[src/rtl/uart_receive.sv]
// uart_receive: one-bit-per-clock UART receiver (start, D_WIDTH data LSB first, stop).
// Deserialises rx and presents bytes on a valid/ready output with framing-error
// and overrun pulses. Define UART_R_FIFO_EN to replace the single holding
// register with a FIFO_DEPTH-entry FIFO.
module uart_receive #(
  parameter int unsigned D_WIDTH    = 8,
  parameter int unsigned C_WIDTH    = 4,
  parameter int unsigned FIFO_DEPTH = 4
) (
  input  logic               clk,
  input  logic               rst,
  input  logic               rx,
  input  logic               rx_ready,
  output logic [D_WIDTH-1:0] rx_data,
  output logic               rx_valid,
  output logic               rx_busy,
  output logic               frame_err,
  output logic               overrun
);

  typedef enum logic [1:0] {
    S_IDLE  = 2'd0,
    S_DATA  = 2'd1,
    S_STOP  = 2'd2,
    S_BREAK = 2'd3
  } state_t;

  localparam logic [C_WIDTH-1:0] LAST_BIT = C_WIDTH'(D_WIDTH - 1);

  state_t               r_state;
  logic [C_WIDTH-1:0]   r_cnt;
  logic [D_WIDTH-1:0]   r_shift;
  logic                 r_busy;
  logic                 r_frame_err;
  logic                 r_overrun;

  logic                 w_push;
  logic                 w_pop;

  // A completed byte is handed to storage on the edge that samples a good stop bit
  assign w_push = (r_state == S_STOP) && rx;

  // Frame state machine: start detect, data shift, stop check, break wait
  always_ff @(posedge clk or posedge rst) begin
    if (rst) begin
      r_state     <= S_IDLE;
      r_cnt       <= '0;
      r_shift     <= '0;
      r_busy      <= 1'b0;
      r_frame_err <= 1'b0;
    end else begin
      r_frame_err <= 1'b0;
      case (r_state)
        S_IDLE: begin
          if (!rx) begin
            r_state <= S_DATA;
            r_cnt   <= '0;
            r_busy  <= 1'b1;
          end
        end
        S_DATA: begin
          r_shift <= {rx, r_shift[D_WIDTH-1:1]};
          r_cnt   <= r_cnt + C_WIDTH'(1);
          if (r_cnt == LAST_BIT) begin
            r_state <= S_STOP;
          end
        end
        S_STOP: begin
          r_busy <= 1'b0;
          if (rx) begin
            r_state <= S_IDLE;
          end else begin
            r_state     <= S_BREAK;
            r_frame_err <= 1'b1;
          end
        end
        S_BREAK: begin
          // A held-low line must return high before another start bit counts
          if (rx) begin
            r_state <= S_IDLE;
          end
        end
        default: begin
          r_state <= S_IDLE;
          r_busy  <= 1'b0;
        end
      endcase
    end
  end

`ifdef UART_R_FIFO_EN
  localparam int unsigned P_W = (FIFO_DEPTH > 1) ? $clog2(FIFO_DEPTH) : 1;
  localparam logic [P_W:0] FULL_CNT = (P_W+1)'(FIFO_DEPTH);

  logic [D_WIDTH-1:0] r_mem [FIFO_DEPTH];
  logic [P_W-1:0]     r_wr_ptr;
  logic [P_W-1:0]     r_rd_ptr;
  logic [P_W:0]       r_count;
  logic               w_full;
  logic               w_wr;

  assign w_full = (r_count == FULL_CNT);
  assign w_pop  = (r_count != '0) && rx_ready;
  // When full, a write is only possible because the head leaves on the same edge
  assign w_wr   = w_push && (!w_full || w_pop);

  // Output FIFO: pointers wrap naturally since FIFO_DEPTH is a power of two
  always_ff @(posedge clk or posedge rst) begin
    if (rst) begin
      for (int i = 0; i < FIFO_DEPTH; i++) begin
        r_mem[i] <= '0;
      end
      r_wr_ptr  <= '0;
      r_rd_ptr  <= '0;
      r_count   <= '0;
      r_overrun <= 1'b0;
    end else begin
      r_overrun <= w_push && w_full && !w_pop;
      if (w_wr) begin
        r_mem[r_wr_ptr] <= r_shift;
        r_wr_ptr        <= r_wr_ptr + P_W'(1);
      end
      if (w_pop) begin
        r_rd_ptr <= r_rd_ptr + P_W'(1);
      end
      case ({w_wr, w_pop})
        2'b10:   r_count <= r_count + (P_W+1)'(1);
        2'b01:   r_count <= r_count - (P_W+1)'(1);
        default: r_count <= r_count;
      endcase
    end
  end

  assign rx_data  = r_mem[r_rd_ptr];
  assign rx_valid = (r_count != '0);
`else
  logic [D_WIDTH-1:0] r_data;
  logic               r_valid;

  assign w_pop = r_valid && rx_ready;

  // FIFO_DEPTH only configures the FIFO build
  if (FIFO_DEPTH == 0) begin : g_no_fifo
  end

  // Single holding register: replace on push+pop, drop and flag on push while full
  always_ff @(posedge clk or posedge rst) begin
    if (rst) begin
      r_data    <= '0;
      r_valid   <= 1'b0;
      r_overrun <= 1'b0;
    end else begin
      r_overrun <= 1'b0;
      if (w_push) begin
        if (!r_valid || w_pop) begin
          r_data  <= r_shift;
          r_valid <= 1'b1;
        end else begin
          r_overrun <= 1'b1;
        end
      end else if (w_pop) begin
        r_valid <= 1'b0;
      end
    end
  end

  assign rx_data  = r_data;
  assign rx_valid = r_valid;
`endif

  assign rx_busy   = r_busy;
  assign frame_err = r_frame_err;
  assign overrun   = r_overrun;

endmodule

[config.mk]
export PLATFORM = sky130hd
export DESIGN_NAME = uart_receive
export DESIGN_NICKNAME = d
export VERILOG_FILES = /design/src/rtl/uart_receive.sv
export SDC_FILE = /design/constraint.sdc
export NUM_CORES = 1
export LEC_CHECK = 0
export ABC_AREA = 1
export CORE_UTILIZATION = 51
export DETAILED_ROUTE_END_ITERATION = 16
export PLACE_DENSITY = 0.83
export SLEW_MARGIN = 20
export SYNTH_ARGS = -nofsm -noshare
export SYNTH_HDL_FRONTEND = slang
export SYNTH_SLANG_ARGS = --single-unit
[constraint.sdc]
create_clock -name clk -period 1.3 [get_ports clk]
set_clock_uncertainty 0.2 [all_clocks]
set_input_delay 0.26 -clock clk [delete_from_list [all_inputs] [get_ports clk]]
set_output_delay 0.26 -clock clk [all_outputs]
set_load 0.1 [all_outputs]
==> results of run 1 <==
-- logic make-up after synthesis --
| group | after synthesis | synth area share [%] |
|---|---|---|
| compound gates | 8 | 4.08 |
| simple gates | 71 | 28.4 |
| buf+inv | 12 | 5.72 |
| flops | 26 | 60.7 |
| fa+ha+maj | 1 | 1.17 |
-- timing repair --
action	4_1_cts	5_1_grt
gates resized for setup	0	10
setup buffers	4	4
gates cloned	0	0
setup endpoints to repair	14	24
pin swaps	0	1
-- flip-flops by register name, summed over array words and instances (netlist names) --
name       cells
r_shift        8
rx_data        8
r_cnt          4
r_state        2
frame_err      1
overrun        1
rx_busy        1
rx_valid       1
-- cells in the final DEF (no fill, tap or decap), types with 6 or more instances in the layout --
cell	n
dfrtp_2	11
dfrtp_1	14
nand2_1	45
nor2_1	6
inv_1	6
buf_12	15
nand3_1	9
buf_4	9
-- per-layer routing --
metal | GRT usage, % | vias up
met5 | 0 | -
met4 | 10.0 | 0
met3 | 2.26 | 6
met2 | 44.3 | 27
met1 | 25.4 | 447
li1 | - | 427
-- worst register-to-register path, delay by kind of cell (launching register included) --
family | cells | cell delay (ns)
buffers and inverters | 3 | 0.42
flip-flops | 1 | 0.52
AND/OR/NAND/NOR | 3 | 0.22
-- worst paths after layout --
kind	cells after the start	startpoint	end
setup / recovery	1	rx_valid	rx_valid
hold / removal	3	rst	rx_data[0]
setup reg to reg	6	rx_valid	rx_valid
hold reg to reg	2	r_shift[1]	rx_data[1]
max in group asynchronous	3	rst	rx_data[6]
min in group clk	2	r_shift[1]	rx_data[1]
-- metrics by stage --
step | util [%] | hold slack (ns) | power (mW) | TNS, ns | instances
3_3_place_gp | 74.2 | 0.273 | 3.38 | -2.49 | 162
4_1_cts | 76.9 | 0.0732 | 3.90 | -1.29 | 169
6_report | 79.7 | 0.0580 | 3.97 | -2.12 | 173
3_5_place_dp | 74.2 | 0.283 | 3.50 | -3.64 | 162
2_1_floorplan | - | 0.0993 | 2.76 | 0 | 118
5_1_grt | 79.7 | 0.0674 | 4.18 | -2.94 | 173
-- power by group through the flow --
stage | Sequential, mW | Clock (mW) | Combinational (mW)
floorplan | 2.07 | 0 | 0.691
detailed placement | 1.45 | 0 | 2.05
global placement | 1.43 | 0 | 1.96
global route | 1.46 | 0.377 | 2.34
finish | 1.43 | 0.334 | 2.21
CTS | 1.40 | 0.338 | 2.16
-- final cells by class --
| class | count | area (um2) | share of cell area, % |
|---|---|---|---|
| inverter | 9 | 33.8 | 2.16 |
| sequential | 26 | 668 | 42.7 |
| tap | 27 | 33.8 | 2.16 |
| timing repair buffer | 28 | 409 | 26.2 |
| multi-input combinational | 80 | 397 | 25.4 |
| clock buffer | 3 | 22.5 | 1.44 |
==> metrics.md, run 1 <==
| Metric | Value |
|---|---|
| Run status | complete, but fails checks |
| Failing checks | negative setup slack |
| Minimum clock period | 1.47 ns |
| Flops & latches, synth | 26 |
| CTS tree | yes |
| Max Used Layer | met4 |
| Final-report max-slew violation count | 0 |
| Top-area cell type share of the netlist area | 60.7% |
| Largest net degree at the start of global routing | 27 |
| Sink Count | 26 |
| Port Buf Inserts | 15 |
| Reg2Reg Setup Slack | -0.12 ns |
| CP top delay family | flip-flops |
| Max rail drop VDD | 1560 uV |
| Nets | 153 |
| Setup WS pre-CTS | -0.299 ns |
| Area after DPL | 1460 um2 |
| Crit path max fanout | 2 |
| Met3 wire length | 64 um |
| Routed WL per cell | 14.6 um |
| Top Ports | 16 |
| Ant. Diodes | 0 |
| CTS clk-pin slew, worst paths | 0.13 ns |
| Root Buffer Master | clkbuf_4 |
| Slew headroom | 86.4% |
| Inserted Clock Buffers | 3 |
| Combinational Power Share | 55.7% |
| CP max-delay cell | dfrtp_4 |
| First-pass GRT wire length | 3.55 mm |
| Final hold vios | 0 |
| Share of post-route cells with drive strength above 1 | 38.4% |
| Yosys warnings | 0 |
| Yosys cell types | 18 |
| Sequential Power Share | 35.9% |
| Height of the chip | 47.9 um |
| Crit path arrival time | 1.01 ns |
| Avg Inst Size Synth | 9.09 um2 |
| Initial antenna violation count | 0 |
| Post-Route M1 WL | 979 um |
| Top-count cell post-synth | nand2_1 |
| Number of global-route vias before repair | 822 |
| Number of vias per cell | 5.24 |
| Tcrit/Tclk final | 113% |
| Post-route ant nets | 0 |
| Worst path bufs/invs | 1 |
| Fillers | 90 |
| Switching power total | 1.91 mW |
| Worst setup margin | -0.174 ns |
| Htree depth | 1 |
| Leak pwr | 0.770 nW |
| Synth area leader | dfrtp_1 |
| Syn Inst Count | 118 |
| Clock Power Share | 8.4% |
| Net Sw Frac | 48.1% |
| Cell area power density | 2540 nW/um2 |
| Worst-margin pin slew | 0.203 ns |
| Hold-fix buffers at CTS | 0 |
| Top cells by area, synth | dfrtp_1 61%, nand2_1 16%, nand3_1 4.7% |
| Via count | 907 |
| Crit path cell chain | buf_12 |
| Bufs on Longest Clock Path | 2 |
| Initial core utilization | 54.7% |
| Core Box Area | 1960 um2 |
| Max Cap Viol | 0 |
| Drt initial violations | 23 |
| Setup violators final | 22 |
| TritonRoute pass-1 iters | 4 |
| Synth Flop Type | dfrtp_1 |
| RSZ-0062 raised after global routing | true |
| Routability cong. | 0.786 |
| WL met2 | 1.42 mm |
| Post-synth net total | 123 |
| Clock latency on the worst-skew pair | 0.32 ns |
| Synth-to-layout area growth | 45.9% |
| CP Capture Type | output pin |
| Nature of the critical path startpoint | flop |
| Int Pwr | 2.06 mW |
| Post-synth EDFFs | 0 |
| Row count | 16 |
| Die W | 47.9 um |
| Final HPWL DP | 1.75 mm |
| Fraction of registers with async set/reset | 100% |
| Final wirelength | 2.53 mm |
| Synth cell count leaders | 47 x nand2_1, 26 x dfrtp_1, 10 x nand3_1, 7 x nor2_1, 6 x inv_1 |
| Die ar. | 2290 um2 |
| Hold Path Class | input port to async pin |
| Fin area | 1560 um2 |
| Crit path kind | flop to output pin |
| Achievable frequency | 678 MHz |
| CP required | 0.84 ns |
| Sequential fraction of the synthesis area | 60.7% |
| Syn Std Cell Area | 1070 um2 |
| DR DRC count | 0 |
| Grt total ovfl | 0 |
| Largest stage delay, worst path | 0.52 ns |
| Gr usage total | 23.1% |
Note: power is estimated with default switching activity, not from simulation.
==> run 2: changes to the inputs <==
- HOLD_SLACK_MARGIN: unset -> 0.06
==> results of run 2 <==
Same layout as run 1: the final DEF is identical, and so are final timing and power.
==> run 3: changes to the inputs <==
- GPL_ROUTABILITY_DRIVEN: unset -> 0
- SLEW_MARGIN: 20 -> unset
==> results of run 3 <==
Same layout as run 1: the final DEF is identical, and so are final timing and power.
